File: src/rtl/task_import_accum.sv
// Multi-channel accumulator whose datapath add is a static task imported from
// interface I_acc through modport P; adds wrap/saturate, registered outputs and a dump engine.
`timescale 1ns/1ps

interface I_acc #(
    parameter int WIDTH = 8
);
    task static add_acc(
        input  logic [WIDTH-1:0] a,
        input  logic [WIDTH-1:0] b,
        input  logic             sat,
        output logic [WIDTH-1:0] sum,
        output logic             carry
    );
        {carry, sum} = {1'b0, a} + {1'b0, b};
        if (sat && carry) begin
            sum = '1;
        end
    endtask

    modport P (import add_acc);
endinterface

module task_import_accum #(
    parameter int WIDTH       = 8,
    parameter int NCHAN       = 4,
    parameter int SATURATE    = 1,
    parameter int CLR_ON_DUMP = 0
) (
    input  logic                     i_clk,
    input  logic                     i_rst,
    I_acc.P                          p,
    input  logic                     i_valid,
    output logic                     o_ready,
    input  logic [$clog2(NCHAN)-1:0] i_chan,
    input  logic [WIDTH-1:0]         i_data,
    input  logic                     i_clr,
    input  logic                     i_dump,
    output logic                     o_valid,
    output logic [$clog2(NCHAN)-1:0] o_chan,
    output logic [WIDTH-1:0]         o_sum,
    output logic                     o_ovf,
    output logic                     o_dump_busy
);
    localparam int CW = $clog2(NCHAN);
    localparam logic [CW:0]   NCHAN_L = (CW+1)'(NCHAN);
    localparam logic [CW-1:0] LAST    = CW'(NCHAN - 1);
    localparam logic          SAT_EN  = (SATURATE != 0);
    localparam logic          CLR_EN  = (CLR_ON_DUMP != 0);

    typedef enum logic {IDLE, DUMP} state_t;

    state_t          state;
    state_t          state_next;
    logic [CW-1:0]   dump_idx;
    logic [WIDTH-1:0] acc [NCHAN];
    logic            ovf [NCHAN];

    logic            accept;
    logic            in_range;
    logic            upd_hit;
    logic [CW-1:0]   sel;
    logic [WIDTH-1:0] add_sum;
    logic            add_carry;
    logic [WIDTH-1:0] upd_val;
    logic            upd_ovf;

    assign o_ready     = (state == IDLE);
    assign o_dump_busy = (state == DUMP);

    always_comb begin
        accept    = i_valid && o_ready;
        in_range  = ({1'b0, i_chan} < NCHAN_L);
        upd_hit   = accept && in_range;
        // Out-of-range requests read channel 0 so the array is never indexed past its end.
        sel       = in_range ? i_chan : '0;
        add_sum   = '0;
        add_carry = 1'b0;
        p.add_acc(acc[sel], i_data, SAT_EN, add_sum, add_carry);
        upd_val   = i_clr ? i_data : add_sum;
        upd_ovf   = i_clr ? 1'b0 : (ovf[sel] | add_carry);
    end

    always_comb begin
        state_next = state;
        case (state)
            IDLE: if (i_dump) state_next = DUMP;
            DUMP: if (dump_idx == LAST) state_next = IDLE;
            default: state_next = IDLE;
        endcase
    end

    always_ff @(posedge i_clk) begin
        if (i_rst) begin
            state    <= IDLE;
            dump_idx <= '0;
            o_valid  <= 1'b0;
            o_chan   <= '0;
            o_sum    <= '0;
            o_ovf    <= 1'b0;
            for (int unsigned i = 0; i < NCHAN; i++) begin
                acc[i] <= '0;
                ovf[i] <= 1'b0;
            end
        end else begin
            state   <= state_next;
            o_valid <= 1'b0;
            case (state)
                IDLE: begin
                    dump_idx <= '0;
                    if (upd_hit) begin
                        acc[sel] <= upd_val;
                        ovf[sel] <= upd_ovf;
                        o_valid  <= 1'b1;
                        o_chan   <= sel;
                        o_sum    <= upd_val;
                        o_ovf    <= upd_ovf;
                    end
                end
                DUMP: begin
                    o_valid <= 1'b1;
                    o_chan  <= dump_idx;
                    o_sum   <= acc[dump_idx];
                    o_ovf   <= ovf[dump_idx];
                    if (CLR_EN) begin
                        acc[dump_idx] <= '0;
                        ovf[dump_idx] <= 1'b0;
                    end
                    dump_idx <= (dump_idx == LAST) ? '0 : dump_idx + CW'(1);
                end
                default: dump_idx <= '0;
            endcase
        end
    end
endmodule

File: src/flat_wrapper.sv
// flat-port wrapper written by rule: the top's interface ports become plain ports
module task_import_accum_flat 
#(
    parameter int WIDTH       = 8,
    parameter int NCHAN       = 4,
    parameter int SATURATE    = 1,
    parameter int CLR_ON_DUMP = 0
)
  (i_clk, i_rst, i_valid, o_ready, i_chan, i_data, i_clr, i_dump, o_valid, o_chan, o_sum, o_ovf, o_dump_busy);
  I_acc #(.WIDTH(WIDTH)) p_i ();
  input  logic i_clk;
  input  logic i_rst;
  input  logic i_valid;
  output logic o_ready;
  input  logic [$clog2(NCHAN)-1:0] i_chan;
  input  logic [WIDTH-1:0] i_data;
  input  logic i_clr;
  input  logic i_dump;
  output logic o_valid;
  output logic [$clog2(NCHAN)-1:0] o_chan;
  output logic [WIDTH-1:0] o_sum;
  output logic o_ovf;
  output logic o_dump_busy;
  task_import_accum #(.WIDTH(WIDTH), .NCHAN(NCHAN), .SATURATE(SATURATE), .CLR_ON_DUMP(CLR_ON_DUMP)) u_core (.i_clk(i_clk), .i_rst(i_rst), .p(p_i), .i_valid(i_valid), .o_ready(o_ready), .i_chan(i_chan), .i_data(i_data), .i_clr(i_clr), .i_dump(i_dump), .o_valid(o_valid), .o_chan(o_chan), .o_sum(o_sum), .o_ovf(o_ovf), .o_dump_busy(o_dump_busy));
endmodule
File: config.mk
export PLATFORM = sky130hd
export DESIGN_NAME = task_import_accum_flat
export DESIGN_NICKNAME = d
export VERILOG_FILES = /design/src/rtl/task_import_accum.sv /design/src/flat_wrapper.sv
export SDC_FILE = /design/constraint.sdc
export NUM_CORES = 1
export LEC_CHECK = 0
export ABC_AREA = 1
export CORE_MARGIN = 5
export CORE_UTILIZATION = 35
export DETAILED_ROUTE_END_ITERATION = 10
export GPL_ROUTABILITY_DRIVEN = 0
export GPL_TIMING_DRIVEN = 0
export PLACE_DENSITY = 0.62
export SKIP_LAST_GASP = 1
export SLEW_MARGIN = 20
export SYNTH_ARGS = -nofsm -noshare
export SYNTH_HDL_FRONTEND = slang
export SYNTH_SLANG_ARGS = --single-unit
File: constraint.sdc
create_clock -name i_clk -period 3.6 [get_ports i_clk]
set_clock_uncertainty 0.1 [all_clocks]
set_input_delay 0.54 -clock i_clk [delete_from_list [all_inputs] [get_ports i_clk]]
set_output_delay 0.54 -clock i_clk [all_outputs]
set_load 0.03 [all_outputs]
# Yosys cells after proc, flatten, opt, wreduce, memory -nomap -nowiden
# Memory sizes are Yosys's and may differ from the RTL's. A register that Yosys moved wholly into a read port is not among the register bits.
# Index checks and enable logic that the tools add are counted.
[classes]
mux = 29
addsub = 2
n_shift = 0
magnitude_cmp = 0
n_reduce_logical = 3
multipliers = 0
n_bitwise = 2
n_div = 0
n_eq_ne = 2
[op_table]
columns = ["cell", "n"]
rows = [
  ["2-to-1 mux 8 bit", 4],
  ["case mux 8 bit (2 select lines)", 1],
  ["2-to-1 mux 1 bit", 13],
  ["2-to-1 mux 2 bit", 6],
  ["adder 8 x 8 -> 9 bit", 1],
  ["case mux 2 bit (2 select lines)", 2],
  ["OR reduction 8 bit", 1],
  ["case mux 1 bit (2 select lines)", 3],
  ["adder 2 x 1 -> 2 bit (second input constant)", 1],
  ["== test 2 bit (second input constant)", 1],
  ["!= test 2 bit (second input constant)", 1],
  ["logical AND 1 bit", 1],
  ["inverter 1 bit", 1],
  ["OR 1 bit", 1],
  ["OR reduction 1 bit", 1],
]
[word_totals]
memories = 2
ff_bits = 15
ram_bits = 36
word_cells = 46
latch_bits = 0
inputBits = 15
romBits = 0
out_inout_bits = 14
[memory_table]
columns = ["name", "words", "word_bits", "rd", "rd_ports_with_merged_regs", "write_ports", "line", "source"]
rows = [
  ["u_core.acc", 4, 8, 2, 1, 4, "task_import_accum.sv:56", "logic [WIDTH-1:0] acc [NCHAN];"],
  ["u_core.ovf", 4, 1, 2, 1, 4, "task_import_accum.sv:57", "logic ovf [NCHAN];"],
]

# Logic depth before layout (Yosys ltp)
# Gate-level depths: netlist of run 1.
[depth]
ltp_word = 8
mapped_depth = 16
ltp_nobuf = 15

# Worst setup path after synthesis of run 1
# No wires, ideal clock.
[synth_timing]
path_kind = "input to register"
startpoint = "input port i_chan[0]"
endpoint = "memory u_core.acc[1][4] (data pin)"
setup_slack_ns = 0.885
required_time_ns = 3.241
t_arrival_ns = 2.356
path_stages = 14
path_cell_list = "clkinv_1 > clkbuf_1 > nor2_1 > o22ai_1 > ha_1 > fa_1 > nand2_1 > nand2_1 > nand3_1 > nand2_2 > inv_2 > nand3_1 > nand3_1 > nor2_1"
[synth_lines]
columns = ["item", "line", "source"]
rows = [
  ["from (decl)", "flat_wrapper.sv:15", "input logic [$clog2(NCHAN)-1:0] i_chan;"],
  ["to (decl)", "task_import_accum.sv:56", ""],
]

==> results of run 1 <==
[worst max-delay path, delay by kind of cell]
family,cells,cell delay (ns)
AO/OA/AOI/OAI,1,0.11
adder cells (fa/ha/maj),2,0.63
buffers and inverters,4,1.19
AND/OR/NAND/NOR,8,0.86
[cells in the final DEF, fill, tap and decap left out, drive strengths merged]
| cell type | count |
|---|---|
| nor3 | 2 |
| clkbuf | 15 |
| clkinv | 2 |
| a21oi | 4 |
| ha | 9 |
| nand3b | 3 |
| nor2 | 62 |
| dfxtp | 15 |
| nand3 | 49 |
| xor2 | 1 |
| fa | 1 |
| edfxtp | 36 |
| inv | 33 |
| xnor2 | 1 |
| clkinvlp | 1 |
| o22ai | 8 |
| clkdlybuf4s50 | 27 |
| or2 | 9 |
| buf | 8 |
| o21ai | 19 |
| nand2 | 125 |
[Yosys cell counts, types with 5 or more instances]
library cell | count | area, um2
clkbuf_1 | 9 | 33.8
dfxtp_1 | 15 | 300
edfxtp_1 | 36 | 1080
ha_1 | 9 | 113
inv_1 | 26 | 97.6
inv_2 | 7 | 26.3
nand2_1 | 118 | 443
nand3_1 | 48 | 240
nor2_1 | 57 | 214
o21ai_0 | 18 | 90.1
o22ai_1 | 8 | 50.1
or2_1 | 5 | 31.3
[routing by layer]
layer	vias to the layer above	part of all wire, %	global-route usage (%)
li1	1350	-	-
met1	1276	43	21.0
met2	84	49	26.7
met3	14	5.9	2.50
met4	0	1.9	5.45
met5	-	0	0
[sequential cells by signal, summed over array words and instances, names as in the netlist]
signal / flops
u_core.o_ovf: 1
u_core.dump_idx: 2
u_core.acc: 32
u_core.o_valid: 1
u_core.o_sum: 8
u_core.ovf: 4
u_core.o_chan: 2
u_core.o_dump_busy: 1
[stage by stage]
| stage | hold WS [ns] | setup TNS, ns | cell area, um2 |
|---|---|---|---|
| 6_report | 0.429 | 0 | 3500 |
| 5_1_grt | 0.426 | 0 | 3500 |
| 4_1_cts | 0.428 | 0 | 3480 |
| 3_5_place_dp | 0.435 | -6.27 | 3400 |
| 3_3_place_gp | 0.439 | -6.05 | 3400 |
| 2_1_floorplan | 0.484 | 0 | 3000 |
[how the worst min path moves through the flow]
stage,startpoint,endpoint
after floorplan,u_core.dump_idx[1],u_core.dump_idx[1]
after global placement,u_core.o_sum[7],u_core.o_sum[7]
after detailed placement,u_core.o_sum[2],u_core.o_sum[2]
after CTS,i_rst,u_core.o_sum[3]
after global routing,i_rst,u_core.o_valid
final,i_rst,u_core.o_ovf
[power by group through the flow]
stage | clock network (uW) | logic [uW] | registers, uW
final | 325 | 364 | 696
after global routing | 361 | 406 | 702
after CTS | 332 | 365 | 696
after detailed placement | 0 | 363 | 710
after global placement | 0 | 357 | 709
after floorplan | 0 | 217 | 733
[area by class of cell]
type / instances / share of cell area [%]
Timing Repair Buffer: 29 / 8.14
Clock inverter: 1 / 0.143
Tap cell: 105 / 3.75
Multi-Input combinational cell: 293 / 40.8
Buffer: 14 / 1.68
Inverter: 35 / 3.86
Clock buffer: 7 / 2.18
Sequential cell: 51 / 39.4
[cell families after synthesis]
| group | Yosys count | share of synthesized area, % |
|---|---|---|
| simple gates | 250 | 37.0 |
| flops | 51 | 46.0 |
| buf+inv | 49 | 6.30 |
| compound gates | 31 | 5.63 |
| fa+ha+maj | 10 | 4.42 |
| xor+xnor | 2 | 0.584 |
[repair_timing]
action	4_1_cts	5_1_grt
gates resized for setup	0	4
setup endpoints to repair	0	32
buffers inserted	0	2
==> metrics.md, run 1 <==
| Metric | Value |
|---|---|
| Utilization after layout | 42.2% |
| Comb power frac | 26.3% |
| Cell chain of the critical path | clkdlybuf4s50_1 -> clkinvlp_4 -> buf_2 -> nor2_1 -> o22ai_1 -> ha_1 -> fa_1 -> nand2_1 -> nand2_1 -> nand3_1 -> nand2_2 -> inv_2 -> nand3_1 -> nand3_1 -> nor2_1 |
| Post-Route WL | 7.92 mm |
| Cells on worst reg2reg path | 12 |
| RSZ-0062 raised after global routing | no |
| Leak pwr | 0.00154 uW |
| Final WS setup | 0.203 ns |
| Core ar. | 8300 um2 |
| Worst flop-to-flop path startpoint | u_core.acc[2][0] |
| P_sw | 447 uW |
| Mean Syn Cell Area | 7.63 um2 |
| Remaining global-route overflow | 0 |
| Initial core utilization | between 30% and 40% |
| Endpoints failing setup | 0 |
| Critical Path Max Stage Delay | 0.59 ns |
| Fin crit share | between 90% and 100% |
| CP max stage cell | clkdlybuf4s50_1 |
| Synthesized cell area | 3000 um2 |
| Num rows | 33 |
| Worst-margin pin slew | 0.953 ns |
| Layout cells sized above 1 | 9.30% |
| Clk Latency, worst-skew pair | 0.31 ns |
| Clk pwr share | 23.5% |
| Nets in the synthesized netlist | 418 |
| Vias/cell | 5.09 |
| CTS root buf | clkbuf_8 |
| Clk buf depth | 2 |
| CTS tree | yes |
| Ys Warns | 0 |
| Max Cap Viol | 0 |
| Vias | approximately 2700 |
| Hold WC Path Type | primary input to flop |
| FFs w/ async S/R, synth | 0% |
| PortBufs | 27 |
| Worst Path Arrival | 3.35 ns |
| # clock sinks | 51 |
| WL per Instance | between 10 and 15 um |
| Critical Path Start Type | primary input |
| Chip Height | 103 um |
| Hold Buf Count CTS | 0 |
| Slew Viols, Final | 0 |
| Largest net degree at the start of global routing | 15 |
| Reg power frac | 50.3% |
| Clk slew on worst S/H paths | about 0.090 ns |
| FF+latch area | 1380 um2 |
| DIE AREA | 10500 um2 |
| Drt pass-1 iters | 5 |
| Diodes inserted | 0 |
| Hold Path Stages | 2 |
| Syn Inst Count | approximately 390 |
| Critical path's most frequent cell | nand3_1 |
| Cell Pwr Density | slightly below 400 nW/um2 |
| Sw frac | between 30 and 40% |
| Final min period | 3.40 ns |
| Area delta synth->final | 16.8% |
| Fmax | 294 MHz |
| Worst setup path startpoint | i_chan[0] |
| Vias in the first global route | 2577 |
| Global-route wire length before repair | 13.0 mm |
| Slew margin rel. | a little over a third |
| Crit path required time | 3.55 ns |
| CTS H-tree depth | 2 |
| Crit-path max FO | 10 |
| CP endpoint | u_core.acc[1][4] |
| Distinct cell type count of the synthesized netlist | 29 |
| Nets | around 450 |
| Antenna violations before repair | 0 |
| Initial DRC count | roughly 220 |
| Placed cell count | 525 |
| CTS buffer count | 5 |
| DRC | 0 |
| Multi-input gate area | 1430 um2 |
| EDFF count, synth | 36 |
| Final Hold Fails | 0 |
| Post-route ant nets | 0 |
| Seq/Total Area, Yosys | 46.0% |
| Io pins | 29 |
| Power, Total | approximately 1400 uW |
| RR Endpoint | u_core.acc[1][4] |
| Synthesized flop and latch total | between 50 and 60 |
| Hpwl dp | 6.09 mm |
| GRT Overall Usage | 16.0% |
| Dpl ws | -0.261 ns |
| Die extent in x | 103 um |
| Cell-internal power | 939 uW |
| Non-Filler Instances | 535 |
| R2R Setup Slk | 1.00 ns |
| Ys flop type | edfxtp_1 |
| Status | completed |
| Maximum VDD drop | 0.000216 V |
| Setup CP Type | primary input to flop |
| Crit end category | flop |
| Filler cells | 842 |
Note: power is estimated with default switching activity, not from simulation.
==> run 2, diff against run 1 <==
--- a/config.mk
+++ b/config.mk
@@ -9,9 +9,10 @@
 export CORE_MARGIN = 5
 export CORE_UTILIZATION = 35
 export DETAILED_ROUTE_END_ITERATION = 10
+export DONT_BUFFER_PORTS = 1
 export GPL_ROUTABILITY_DRIVEN = 0
 export GPL_TIMING_DRIVEN = 0
-export PLACE_DENSITY = 0.62
+export PLACE_DENSITY = 0.58
 export SKIP_LAST_GASP = 1
 export SLEW_MARGIN = 20
 export SYNTH_ARGS = -nofsm -noshare
==> run 2 against run 1 <==
  * Cell area decreased by 7.3%
  * Die area unchanged
  * Hold slack got worse by 0.16 ns
  * Global-route usage decreased by 0.17 points
  * Combinational power decreased by 23%
==> metrics.md, run 2 (same netlist as run 1, synthesis figures left out) <==
| Metric | Value |
|---|---|
| Worst-margin pin slew | 0.563 ns |
| Die extent in x | 103 um |
| Crit-path max FO | 10 |
| Power, Total | roughly 1400 uW |
| R2R Setup Slk | between 0.9 and 1 ns |
| Kind of cell adding the most delay to the critical path | simple AND/OR/NAND/NOR gates |
| Cell Pwr Density | around 430 nW/um2 |
| Clk Latency, worst-skew pair | 0.31 ns |
| Critical path's most frequent cell | nand3_1 |
| Sum Neg Setup Slack | 0 ns |
| Diodes inserted | 0 |
| Area delta synth->final | 8.22% |
| Nets | between 400 and 500 |
| Post-Route WL | between 7 and 8 mm |
| Hold Path Stages | 2 |
| Clk buf depth | 2 |
| Filler cells | 856 |
| Global-route wire length before repair | 12.7 mm |
| Crit path required time | 3.56 ns |
| Final Hold Fails | 0 |
| Hold wc startpoint | i_dump |
| DRC | 0 |
| Clk slew on worst S/H paths | 0.09 ns |
| Num rows | 33 |
| Final Instance Area | 3250 um2 |
| Status | completed |
| Initial DRC count | 197 |
| Final WS setup | around 0.6 ns |
| Largest regs | u_core.acc (32), u_core.o_sum (8), u_core.ovf (4) |
| Vias in the first global route | roughly 2400 |
| RSZ-0062 raised after global routing | no |
| CTS root buf | clkbuf_8 |
| Cell Area, Placed | roughly 3100 um2 |
| CP max stage cell | fa_1 |
| Slew margin rel. | 62.4% |
| Cells on worst reg2reg path | 12 |
| WP buf/inv | 2 |
| Cell chain of the critical path | clkinv_1 -> clkbuf_1 -> nor2_1 -> o22ai_1 -> ha_1 -> fa_1 -> nand2_1 -> nand2_1 -> nand3_1 -> nand2_2 -> nor2_2 -> nand3_1 -> nand3_1 -> nor2_1 |
| Maximum VDD drop | 0.000164 V |
| Largest net degree at the start of global routing | 16 |
| Gates resized, CTS repair | 0 |
| FF+latch area | ~1400 um2 |
| Largest register FFs | 32 |
| Leak pwr | 0.00145 uW |
| Drt pass-1 iters | 4 |
| RR Endpoint | u_core.acc[1][5] |
| Dpl ws | about 0.32 ns |
| Antenna violations before repair | 0 |
| Remaining global-route overflow | 0 |
| Final min period | 3.00 ns |
| Setup Buffers After CTS | 0 |
| Post-route ant nets | 0 |
| WL per Instance | 15.4 um |
| GRT Overall Usage | 15.8% |
| CTS buffer count | 5 |
| Core ar. | 8300 um2 |
| Commonest non-fill, non-tap cell in the layout | nand2_1 |
| # clock sinks | 51 |
| Worst Path Arrival | 2.96 ns |
| Critical Path Max Stage Delay | 0.41 ns |
| Top reg by flops | u_core.acc |
| Layout cells sized above 1 | a little under a tenth |
| Hold WC Path Type | primary input to flop |
| Hpwl dp | 6.04 mm |
| Endpoints failing setup | 0 |
| Hold Buf Count CTS | 0 |
| PortBufs | 0 |
| Fin crit share | 83.3% |
| CTS H-tree depth | 2 |
| Commonest non-fill, non-tap cells in the layout | nand2_1 (118), nor2_1 (57), nand3_1 (48), edfxtp_1 (36), inv_1 (26) |
| Vias/cell | just over 5 |
| Chip Height | 103 um |
| Slew Viols, Final | 0 |
| Worst flop-to-flop path startpoint | u_core.acc[1][0] |
| Multi-input gate area | around 1400 um2 |
| Critical Path Start Type | primary input |
| Io pins | 29 |
| Crit end category | flop |
| Utilization after layout | 39.1% |
| Initial core utilization | approximately 36% |
| CTS tree | yes |
| DIE AREA | 10500 um2 |
| Fmax | 334 MHz |
| Setup CP Type | primary input to flop |
| Max Cap Viol | 0 |
| Vias | approximately 2600 |
| Worst Hold Path EP | u_core.o_dump_busy |
run 2: cell count changes in the layout (fill, tap and decap cells not counted), sizes merged:
| cell | change |
|---|---|
| clkdlybuf4s50 | -27 |
| clkinvlp | -1 |
| clkbuf | -1 |
| buf | -2 |
| clkinv | +2 |
| bufinv | +1 |
run 2: metrics by stage:
stage               std cells  hold slack [ns]
floorplan                 393            0.484
global placement          498            0.498
detailed placement        499            0.513
CTS                       507            0.259
global route              507            0.272
finish                    507            0.265
run 2: worst reg2reg max path, stage by stage, from the launching register on:
cell and delay (ns):
edfxtp_1 0.40, o21ai_0 0.18, o22ai_1 0.13, ha_1 0.23, fa_1 0.42, nand2_1 0.09
nand2_1 0.09, nand3_1 0.11, nand2_2 0.10, nor2_2 0.17, nand3_1 0.13, nand3_1 0.19
nor2_1 0.06
run 2: worst max path at each step:
stage	start	to	slack, ns	depth (start not counted)
2_1_floorplan	i_chan[0]	u_core.acc[1][4]	0.89	14
5_1_grt	i_chan[0]	u_core.acc[1][7]	0.41	14
3_3_place_gp	i_chan[0]	u_core.acc[1][7]	0.34	14
4_1_cts	i_chan[0]	u_core.acc[1][6]	0.64	14
3_5_place_dp	i_chan[0]	u_core.acc[1][6]	0.32	14
6_report	i_chan[0]	u_core.acc[1][5]	0.60	14
run 2: area by class of cell:
type / count / area share [%]
well taps: 105 / 4.05
plain buffers: 14 / 1.77
repair buffers: 1 / 0.231
flip-flops and latches: 51 / 42.5
clock inverters: 3 / 1.19
inverters: 35 / 4.05
multi-input cells: 293 / 44.0
clock buffers: 5 / 2.12
run 2: report_power, final:
group / internal, uW / switching, uW
clock: 204 / 194
combinational: 91.0 / 191
sequential: 671 / 58.2
run 2: metal layers:
layer	track usage [%]	wire, um
met1	21.3	3480
met2	25.8	3780
met3	2.84	425
met4	4.84	132
met5	0	0
==> run 3, diff against run 2 <==
==> constraint.sdc (replaced) <==
create_clock -name i_clk -period 3.05 [get_ports i_clk]
set_clock_uncertainty 0.1 [all_clocks]
set_input_delay 0.4575 -clock i_clk [delete_from_list [all_inputs] [get_ports i_clk]]
set_output_delay 0.4575 -clock i_clk [all_outputs]
set_load 0.03 [all_outputs]
==> run 3 against run 2 <==
  * Sequential share of layout area about the same
  * Total power is 18% higher
  * Critical path depth unchanged
  * First-iteration DRC count down 3.6%
  * Clock-buffer cell count is the same
  * Global-route usage stayed put
  * Die area did not move
  * Sequential cell count unchanged
  * Final cell count unchanged
  * Hold slack got worse by 0.082 ns
  * Largest cell class unchanged
==> metrics.md, run 3 (same netlist as run 1, synthesis figures left out) <==
| Metric | Value |
|---|---|
| CP endpoint | u_core.acc[1][5] |
| Diodes inserted | 0 |
| Critical Path Max Stage Delay | around 0.42 ns |
| Cell Pwr Density | 511 nW/um2 |
| Slew Viols, Final | 0 |
| Dpl ws | -0.143 ns |
| Worst-margin pin slew | 0.561 ns |
| CTS buffer count | 5 |
| Cell chain of the critical path | clkinv_1 -> clkbuf_2 -> nor2_1 -> o22ai_1 -> ha_1 -> fa_1 -> nand2_1 -> nand2_1 -> nand3_1 -> nand2_2 -> nor2_2 -> nand3_1 -> nand3_1 -> nor2_1 |
| Hold WC Path Type | primary input to flop |
| Setup CP Type | primary input to flop |
| Clk Latency, worst-skew pair | 0.31 ns |
| Fin crit share | 93.0% |
| Cells on worst reg2reg path | 12 |
| Worst flop-to-flop path startpoint | u_core.acc[2][0] |
| Status | completed |
| Top reg by flops | u_core.acc |
| Crit end category | flop |
| Num rows | 33 |
| Crit path required time | 3.01 ns |
| Worst Path Arrival | about 2.8 ns |
| Final min period | 2.84 ns |
| Multi-input gate area | 1430 um2 |
| Maximum VDD drop | between 0.00015 and 0.0002 V |
| Critical Path Start Type | primary input |
| Commonest non-fill, non-tap cells in the layout | nand2_1 (118), nor2_1 (57), nand3_1 (48), edfxtp_1 (36), inv_1 (26) |
| DIE AREA | 10500 um2 |
| Final Hold Fails | 0 |
| Area delta synth->final | 8.26% |
| CTS tree | yes |
| Io pins | 29 |
| Slew margin rel. | a little over three fifths |
| Endpoints failing setup | 0 |
| M1 GR Usage | 21.3% |
| RSZ-0062 raised after global routing | no |
| Largest net degree at the start of global routing | 16 |
| Clk buf depth | 2 |
| Clk slew on worst S/H paths | 0.09 ns |
| Vias/cell | around 5 |
| R2R Setup Slk | 0.43 ns |
| Drt pass-1 iters | 4 |
| GRT Overall Usage | 15.8% |
| Kind of cell adding the most delay to the critical path | simple AND/OR/NAND/NOR gates |
| Power, Total | 1660 uW |
| Crit-path max FO | 10 |
| Critical path's most frequent cell | nand3_1 |
| WP buf/inv | 2 |
| Nets | ~430 |
| Commonest non-fill, non-tap cell in the layout | nand2_1 |
| Antenna violations before repair | 0 |
| Initial core utilization | 36.2% |
| Max Cap Viol | 0 |
| Setup Buffers After CTS | 0 |
| Leak pwr | around 0.0015 uW |
| Vias in the first global route | 2439 |
| WL per Instance | 15.4 um |
| Final WS setup | 0.214 ns |
| Largest register FFs | 32 |
| Layout cells sized above 1 | about a tenth |
| PortBufs | 0 |
| Busiest layer in global routing | met2 |
| Initial DRC count | 190 |
| Hold Buf Count CTS | 0 |
| FF+latch area | about 1400 um2 |
| Global-route wire length before repair | 12.7 mm |
| Crit. path cell count | 14 |
| Hpwl dp | around 6.0 mm |
| Core ar. | 8300 um2 |
| Grt met2 use | 25.8% |
| Post-route ant nets | 0 |
| Met3 Use GR | under 10% |
| Worst setup path startpoint | i_chan[0] |
| CTS root buf | clkbuf_8 |
| CP max stage cell | fa_1 |
| Remaining global-route overflow | 0 |
| Fmax | 353 MHz |
| CTS H-tree depth | 2 |
| RR Endpoint | u_core.acc[1][5] |
| Die extent in x | approximately 100 um |
| Filler cells | roughly 860 |
| Largest regs | u_core.acc (32), u_core.o_sum (8), u_core.ovf (4) |
| Vias | 2582 |
| # clock sinks | 51 |
| Gates resized, CTS repair | 0 |
| DRC | 0 |
| Chip Height | 103 um |
| Post-Route WL | 7.82 mm |
-- run 3: worst min-delay path by stage --
stage | slack (ns) | depth (start not counted) | start | end
2_1_floorplan | 0.48 | 3 | u_core.dump_idx[1] | u_core.dump_idx[1]
3_3_place_gp | 0.50 | 2 | i_dump | u_core.o_dump_busy
3_5_place_dp | 0.50 | 2 | i_dump | u_core.o_dump_busy
4_1_cts | 0.18 | 2 | i_dump | u_core.o_dump_busy
5_1_grt | 0.19 | 2 | i_dump | u_core.o_dump_busy
6_report | 0.18 | 2 | i_dump | u_core.o_dump_busy
-- run 3: layout make-up --
cell class | instances | share of cell area (%)
Sequential cell | 51 | 42.5
Clock inverter | 3 | 1.19
Buffer | 14 | 1.81
Tap cell | 105 | 4.04
Clock buffer | 5 | 2.12
Timing Repair Buffer | 1 | 0.231
Inverter | 35 | 4.04
Multi-Input combinational cell | 293 | 44.0
-- run 3: metal layers --
layer / part of all wire (%) / vias to the layer above
met2: 48 / 54
met1: 45 / 1226
met4: 2.0 / 0
li1: - / 1288
met3: 4.3 / 14
met5: 0 / -
-- run 3: worst reg2reg max path, delay by kind of cell, from the launching register on --
| kind | cells | cell delay (ns) |
|---|---|---|
| compound gates | 2 | 0.31 |
| simple gates | 8 | 0.94 |
| flops | 1 | 0.39 |
| fa+ha+maj | 2 | 0.65 |
-- run 3: metrics by stage --
step / area [um2] / util, % / std cells / setup TNS (ns) / hold WS [ns]
6_report: 3250 / 39.1 / 507 / 0 / 0.183
5_1_grt: 3250 / 39.1 / 507 / 0 / 0.189
4_1_cts: 3250 / 39.1 / 507 / 0 / 0.177
3_5_place_dp: 3140 / 37.8 / 499 / -1.88 / 0.501
3_3_place_gp: 3130 / 37.7 / 498 / -1.73 / 0.498
2_1_floorplan: 3000 / - / 393 / 0 / 0.484
-- run 3: power by group --
| part | switching, uW | internal [uW] |
|---|---|---|
| clock network | 224 | 240 |
| logic | 226 | 108 |
| registers | 68.6 | 792 |
